$ cat config.mk
export PLATFORM = sky130hd
export DESIGN_NAME = boom_ras_ctrl
export DESIGN_NICKNAME = d
export VERILOG_FILES = /design/src/rtl/boom_ras_pkg.sv /design/src/rtl/boom_ras_ctrl.sv
export SDC_FILE = /design/constraint.sdc
export NUM_CORES = 1
export LEC_CHECK = 0
export CAP_MARGIN = 20
export CORE_MARGIN = 8
export CORE_UTILIZATION = 25
export CTS_CLUSTER_SIZE = 28
export DETAILED_ROUTE_END_ITERATION = 7
export GPL_TIMING_DRIVEN = 0
export HOLD_SLACK_MARGIN = 0.03
export PLACE_DENSITY_LB_ADDON = 0.08
export SLEW_MARGIN = 0
export SYNTH_ARGS = -nofsm -noshare
export SYNTH_HDL_FRONTEND = slang
export SYNTH_SLANG_ARGS = --single-unit
$ cat constraint.sdc
create_clock -name clock -period 2.3 [get_ports clock]
set_clock_uncertainty 0.1 [all_clocks]
set_input_delay 0.46 -clock clock [delete_from_list [all_inputs] [get_ports clock]]
set_output_delay 0.46 -clock clock [all_outputs]
set_load 0.005 [all_outputs]
$ cat src/rtl/boom_ras_pkg.sv
// rtl/boom_ras_pkg.sv - return-address-stack sizing, index/count types and checkpoint record
package boom_ras_pkg;

  localparam int NRAS    = 32;
  localparam int IDX_W   = 5;
  localparam int VADDR_W = 40;

  typedef logic [IDX_W-1:0] ras_idx_t;
  typedef logic [IDX_W:0]   ras_cnt_t;

  typedef struct packed {
    ras_idx_t ptr;
    ras_cnt_t count;
  } ras_ckpt_t;

  localparam ras_cnt_t RAS_CNT_MAX = ras_cnt_t'(NRAS);

endpackage

$ cat src/rtl/boom_ras_ctrl.sv
// rtl/boom_ras_ctrl.sv - RAS pointer/occupancy controller; BOOM_RAS_CTRL_PERF_EN adds perf counters
module boom_ras_ctrl
  import boom_ras_pkg::*;
(
  input  logic               clock,
  input  logic               reset,
  input  logic               io_push,
  input  logic [VADDR_W-1:0] io_push_addr,
  input  logic               io_pop,
  input  logic               io_repair_valid,
  input  logic [IDX_W-1:0]   io_repair_ptr,
  input  logic [IDX_W:0]     io_repair_count,
  input  logic               io_repair_wr,
  input  logic [VADDR_W-1:0] io_repair_addr,
  output logic [IDX_W-1:0]   io_ckpt_ptr,
  output logic [IDX_W:0]     io_ckpt_count,
  output logic [IDX_W-1:0]   io_ras_read_idx,
  output logic               io_ras_write_valid,
  output logic [IDX_W-1:0]   io_ras_write_idx,
  output logic [VADDR_W-1:0] io_ras_write_addr,
`ifdef BOOM_RAS_CTRL_PERF_EN
  output logic [31:0]        io_perf_overflow,
  output logic [31:0]        io_perf_underflow,
  output logic [31:0]        io_perf_repair,
`endif
  input  logic [VADDR_W-1:0] io_ras_read_addr,
  output logic               io_pred_valid,
  output logic [VADDR_W-1:0] io_pred_target
);

  ras_ckpt_t st_q, st_d;
  logic      pred_valid_q;

  always_comb begin
    st_d               = st_q;
    io_ras_write_valid = 1'b0;
    io_ras_write_idx   = st_q.ptr;
    io_ras_write_addr  = io_push_addr;
    if (reset) begin
      st_d.ptr   = '0;
      st_d.count = '0;
    end else if (io_repair_valid) begin
      st_d.ptr   = io_repair_ptr;
      st_d.count = (io_repair_count > RAS_CNT_MAX) ? RAS_CNT_MAX : io_repair_count;
      if (io_repair_wr) begin
        io_ras_write_valid = 1'b1;
        io_ras_write_idx   = io_repair_ptr;
        io_ras_write_addr  = io_repair_addr;
      end
    end else if (io_push && io_pop) begin
      // replace-top: overwrite current entry, pointer and occupancy untouched
      io_ras_write_valid = 1'b1;
    end else if (io_push) begin
      io_ras_write_valid = 1'b1;
      io_ras_write_idx   = st_q.ptr + 1'b1;
      st_d.ptr           = st_q.ptr + 1'b1;
      st_d.count         = (st_q.count == RAS_CNT_MAX) ? st_q.count : st_q.count + 1'b1;
    end else if (io_pop) begin
      st_d.ptr   = st_q.ptr - 1'b1;
      st_d.count = (st_q.count == '0) ? st_q.count : st_q.count - 1'b1;
    end
  end

  always_ff @(posedge clock) begin
    if (reset) begin
      st_q         <= '0;
      pred_valid_q <= 1'b0;
    end else begin
      st_q         <= st_d;
      pred_valid_q <= (st_d.count != '0);
    end
  end

  assign io_ras_read_idx = st_d.ptr;
  assign io_ckpt_ptr     = st_q.ptr;
  assign io_ckpt_count   = st_q.count;
  assign io_pred_valid   = pred_valid_q;
  assign io_pred_target  = io_ras_read_addr;

`ifdef BOOM_RAS_CTRL_PERF_EN
  logic        ev_overflow, ev_underflow;
  logic [31:0] perf_ovf_q, perf_unf_q, perf_rep_q;

  assign ev_overflow  = io_push && !io_pop && !io_repair_valid && (st_q.count == RAS_CNT_MAX);
  assign ev_underflow = io_pop && !io_push && !io_repair_valid && (st_q.count == '0);

  always_ff @(posedge clock) begin
    if (reset) begin
      perf_ovf_q <= '0;
      perf_unf_q <= '0;
      perf_rep_q <= '0;
    end else begin
      if (ev_overflow && perf_ovf_q != '1)     perf_ovf_q <= perf_ovf_q + 32'd1;
      if (ev_underflow && perf_unf_q != '1)    perf_unf_q <= perf_unf_q + 32'd1;
      if (io_repair_valid && perf_rep_q != '1) perf_rep_q <= perf_rep_q + 32'd1;
    end
  end

  assign io_perf_overflow  = perf_ovf_q;
  assign io_perf_underflow = perf_unf_q;
  assign io_perf_repair    = perf_rep_q;
`else
  // perf counters compiled out
`endif

endmodule

# == Word level (Yosys, flattened, before mapping) ==
# Cells that the tools add are included.
# word_totals
ff_bits,12
inputBits,137
out_inout_bits,103
wordCells,33
# classes
addsub,4
magnitude_cmp,1
n_eq_ne,1
n_mux,21
n_reduce_logical,3
# op_table
op,count
$mux 40,3
$mux 11,5
$mux 5,5
$mux 6,3
$add 6x1->6 const B,1
$eq 6x6->1 const B,1
$gt 6x6->1 const B,1
$logic_not 6->1,1
$reduce_bool 6->1,1
$sub 6x1->6 const B,1
$add 5x1->5 const B,1
$mux 1,5
$sub 5x1->5 const B,1
$logic_and 1x1->1,1

# == Longest topological paths before layout ==
# Gate-level depths: netlist of run 1.
# depth
word_depth,8
mapped_depth,8
ltp_nobuf,7

# == Least setup slack after synthesis of run 1 ==
# Ideal clock, no wire load.
# synth_path
path_type,in2out
start,input port io_pop
end,output port io_ras_read_idx[4]
arrival_ns,1.701
t_required_ns,1.740
setup_slack_ns,0.039
stages,8
n_path_buf,3
path_cell_list,buf_2 -> buf_1 -> nand2_1 -> o32ai_1 -> xnor2_1 -> o21a_1 -> nor2_1 -> buf_4
# synth_rtl
item,line,source
"start, declared",boom_ras_ctrl.sv:9,"input logic io_pop,"
"end, declared",boom_ras_ctrl.sv:17,"output logic [IDX_W-1:0] io_ras_read_idx,"

==> summary.txt, run 1 <==
Pwr Total - 1.49 mW
via/cell ratio - 4.84
Synth cell types - 51
Final HPWL DP - 9.30 mm
total of max-cap violations - 0
final net count - 658
Worst Tran Pin Value - 0.684 ns
row count - 33
H-tree levels - 1
switching pwr - 0.466 mW
Root Buffer - clkbuf_8
Setup WS post-layout - -0.0983 ns
pre-CTS WS - -1.29 ns
Hold Vio Cnt, Final - 0
Sw Ratio - 31.4%
critical path's most frequent cell - buf_6
Worst Path Required - 1.74 ns
Rel. slew slack - 54.3%
worst hold slack - 0.386 ns
most common cell after layout, fill and taps aside - clkdlybuf4s50_1
post-route ant nets - 0
drt initial violations - 113
Synth Warn # - 0
CTS buffer count - 3
die width - 107 µm
Combinational Power Share - 66.0%
Total GRT Usage - 19.6%
synthesized area - 0.00207 mm²
global route overflow - 0
# diodes - 0
Post-synth EDFFs - 0
Reg-to-Reg Start - io_ckpt_count[0]$_SDFF_PP0_
fin crit period - 2.40 ns
RSZ-0062 raised after global routing - yes
Final Routed Wirelength - 12.1 mm
Cells after DPL - 561
crit end category - primary output
largest cells by area after synthesis - mux2_2 (23%), buf_4 (16%), dfxtp_1 (12%)
Leak - 2.13 nW
sequential element share of the synthesized area - 11.6%
top cell type's share of synthesized area - 22.8%
min-delay src - reset
fin crit share - 104%
Avg Inst Size Synth - 8.03 µm²
Max Fclk - 417 MHz
Final Setup Violations - 3
slowest CP cell - or2_4
initial cell density of the core - 25.5%
vias - 3003
Clock Path Buffers - 2
Non-Filler Instances - 620
placer congestion estimate - 0.850
first-pass GRT wire length - 17.9 mm
flop and latch count out of synthesis - 12
crit path launch type - primary input
PortBufs - 198
FILL cells - 720
Yosys top cell by area - mux2_2
maximum resistive drop on vdd - 0.141 mV
initial antenna violation count - 0
clock-pin slew on the worst setup and hold paths - 0.06 ns
CP startpoint - io_push
First-pass DRT Iterations - 4
failing checks - setup timing
setup TNS - -0.242 ns
power density over the cells - 298 mW/mm²
synthesized instance count - 258
WP data arrival - 1.84 ns
Clk Latency, worst-skew pair - 0.24 ns
largest net degree at the start of global routing - 11
Pint - 1.02 mW
WS Path Type - primary input to primary output
core area - 0.00813 mm²
vias in the first global route - 3233
CTS tree - yes
Die H - 107 µm
post-synthesis async set-or-reset flop share - 0%
Syn Nets - 400
share of cells above drive strength 1 - 44.3%
# IOs - 240
Hold Crit Class - primary input to register
Reg power frac - 17.5%
clock sink count - 12
biggest cell delay along the critical path - 0.26 ns
WL/cell - 19.6 µm
Final Max Slew Viols - 0
area grow syn2layout - 141%
CP Max Fanout - 3
most frequent cells in the layout - clkdlybuf4s50_1 (144), buf_4 (86), mux2_2 (39), buf_6 (23), dlygate4sd2_1 (20)
DRC - 0
worst path cell trace - buf_8 > clkbuf_8 > buf_6 > or2_4 > o32ai_4 > xnor2_1 > o21a_1 > nor2_1 > buf_6
Clock power frac - 16.5%
Main synth FF type - dfxtp_1
outcome - finished, violations left
DIE AREA - 0.0115 mm²
[Yosys cell counts (all sizes together) (3+ instances only)]
master,count
a31oi,4
o22ai,4
or4b,5
nor2b,4
mux2,42
a21oi,9
nand2b,3
a221oi,4
or3,3
inv,7
nor2,15
o21ai,10
xor2,3
ha,5
dfxtp,12
nand2,16
nor3b,5
nor3,3
o31ai,4
xnor2,5
nand3,4
clkbuf,8
buf,52
[logic make-up after synthesis]
logic type	after synthesis	synth area share (%)
compound gates	56	18.8
buf+inv	68	22.3
fa+ha+maj	5	3.02
flops	12	11.6
xor+xnor	8	3.38
simple gates	65	17.0
mux	44	23.8
[worst max-delay path: cells and delay by family]
family | cells | cell delay, ns
xor gates and xnor gates | 1 | 0.09
and+or+nand+nor | 2 | 0.38
AOI/OAI and AO/OA | 2 | 0.42
buffers and inverters | 4 | 0.47
[power by group through the flow]
stage	Clock, mW	Combinational, mW	Sequential [mW]
final	0.246	0.981	0.260
after detailed placement	0	0.797	0.264
after CTS	0.251	0.939	0.259
after floorplan	0	0.322	0.256
after global routing	0.264	1.05	0.264
after global placement	0	0.795	0.263
[path summary, 6_finish.rpt]
check | cells past startpoint | slack [ns] | to
worst min-delay path | 2 | 0.39 | io_ckpt_count[2]$_SDFF_PP0_
worst min register to register | 2 | 0.61 | io_ckpt_count[1]$_SDFF_PP0_
worst max-delay path | 9 | -0.1 | io_ras_read_idx[4]
worst max register to register | 7 | 0.09 | io_pred_valid$_SDFF_PP0_
[sequential cells by signal, indices dropped and copies added, names as in the netlist]
name           cells
io_ckpt_count      6
io_ckpt_ptr        5
io_pred_valid      1
[per-layer routing]
layer  vias up  track usage (%)  wire length, µm
met1      1401             18.3             3880
met2       171             38.2             6600
met4         0             3.52              240
met5         -                0                0
met3        21             8.64             1400
li1       1410                -                -
[stage by stage]
| step | util, % | area (µm²) |
|---|---|---|
| 3_3_place_gp | 51.5 | 4190 |
| 3_5_place_dp | 51.5 | 4190 |
| 2_1_floorplan | - | 2070 |
| 6_report | 61.3 | 4990 |
| 5_1_grt | 61.3 | 4990 |
| 4_1_cts | 59.9 | 4880 |
[final cells by class]
class	count	area, µm²	share of cell area, %
plain buffers	57	541	10.8
clock buffers	4	55.1	1.10
repair buffers	256	2370	47.6
multi-input cells	178	1590	31.8
inverters	8	42.5	0.853
flip-flops and latches	12	256	5.14
well taps	105	131	2.63
[what timing repair did]
| action | 4_1_cts | 5_1_grt |
|---|---|---|
| hold buffers | 0 | 0 |
| setup buffers | 56 | 7 |
| pin swaps | 27 | 17 |
| resized for setup | 216 | 36 |
| setup endpoints to repair | 54 | 31 |
| gates cloned | 0 | 0 |
(Power assumes the default switching activity.)
==> inputs of run 2 (changes only) <==
SLEW_MARGIN = default   (was 0)
==> results of run 2 <==
The final DEF is identical to that of run 1; final timing and power are the same.
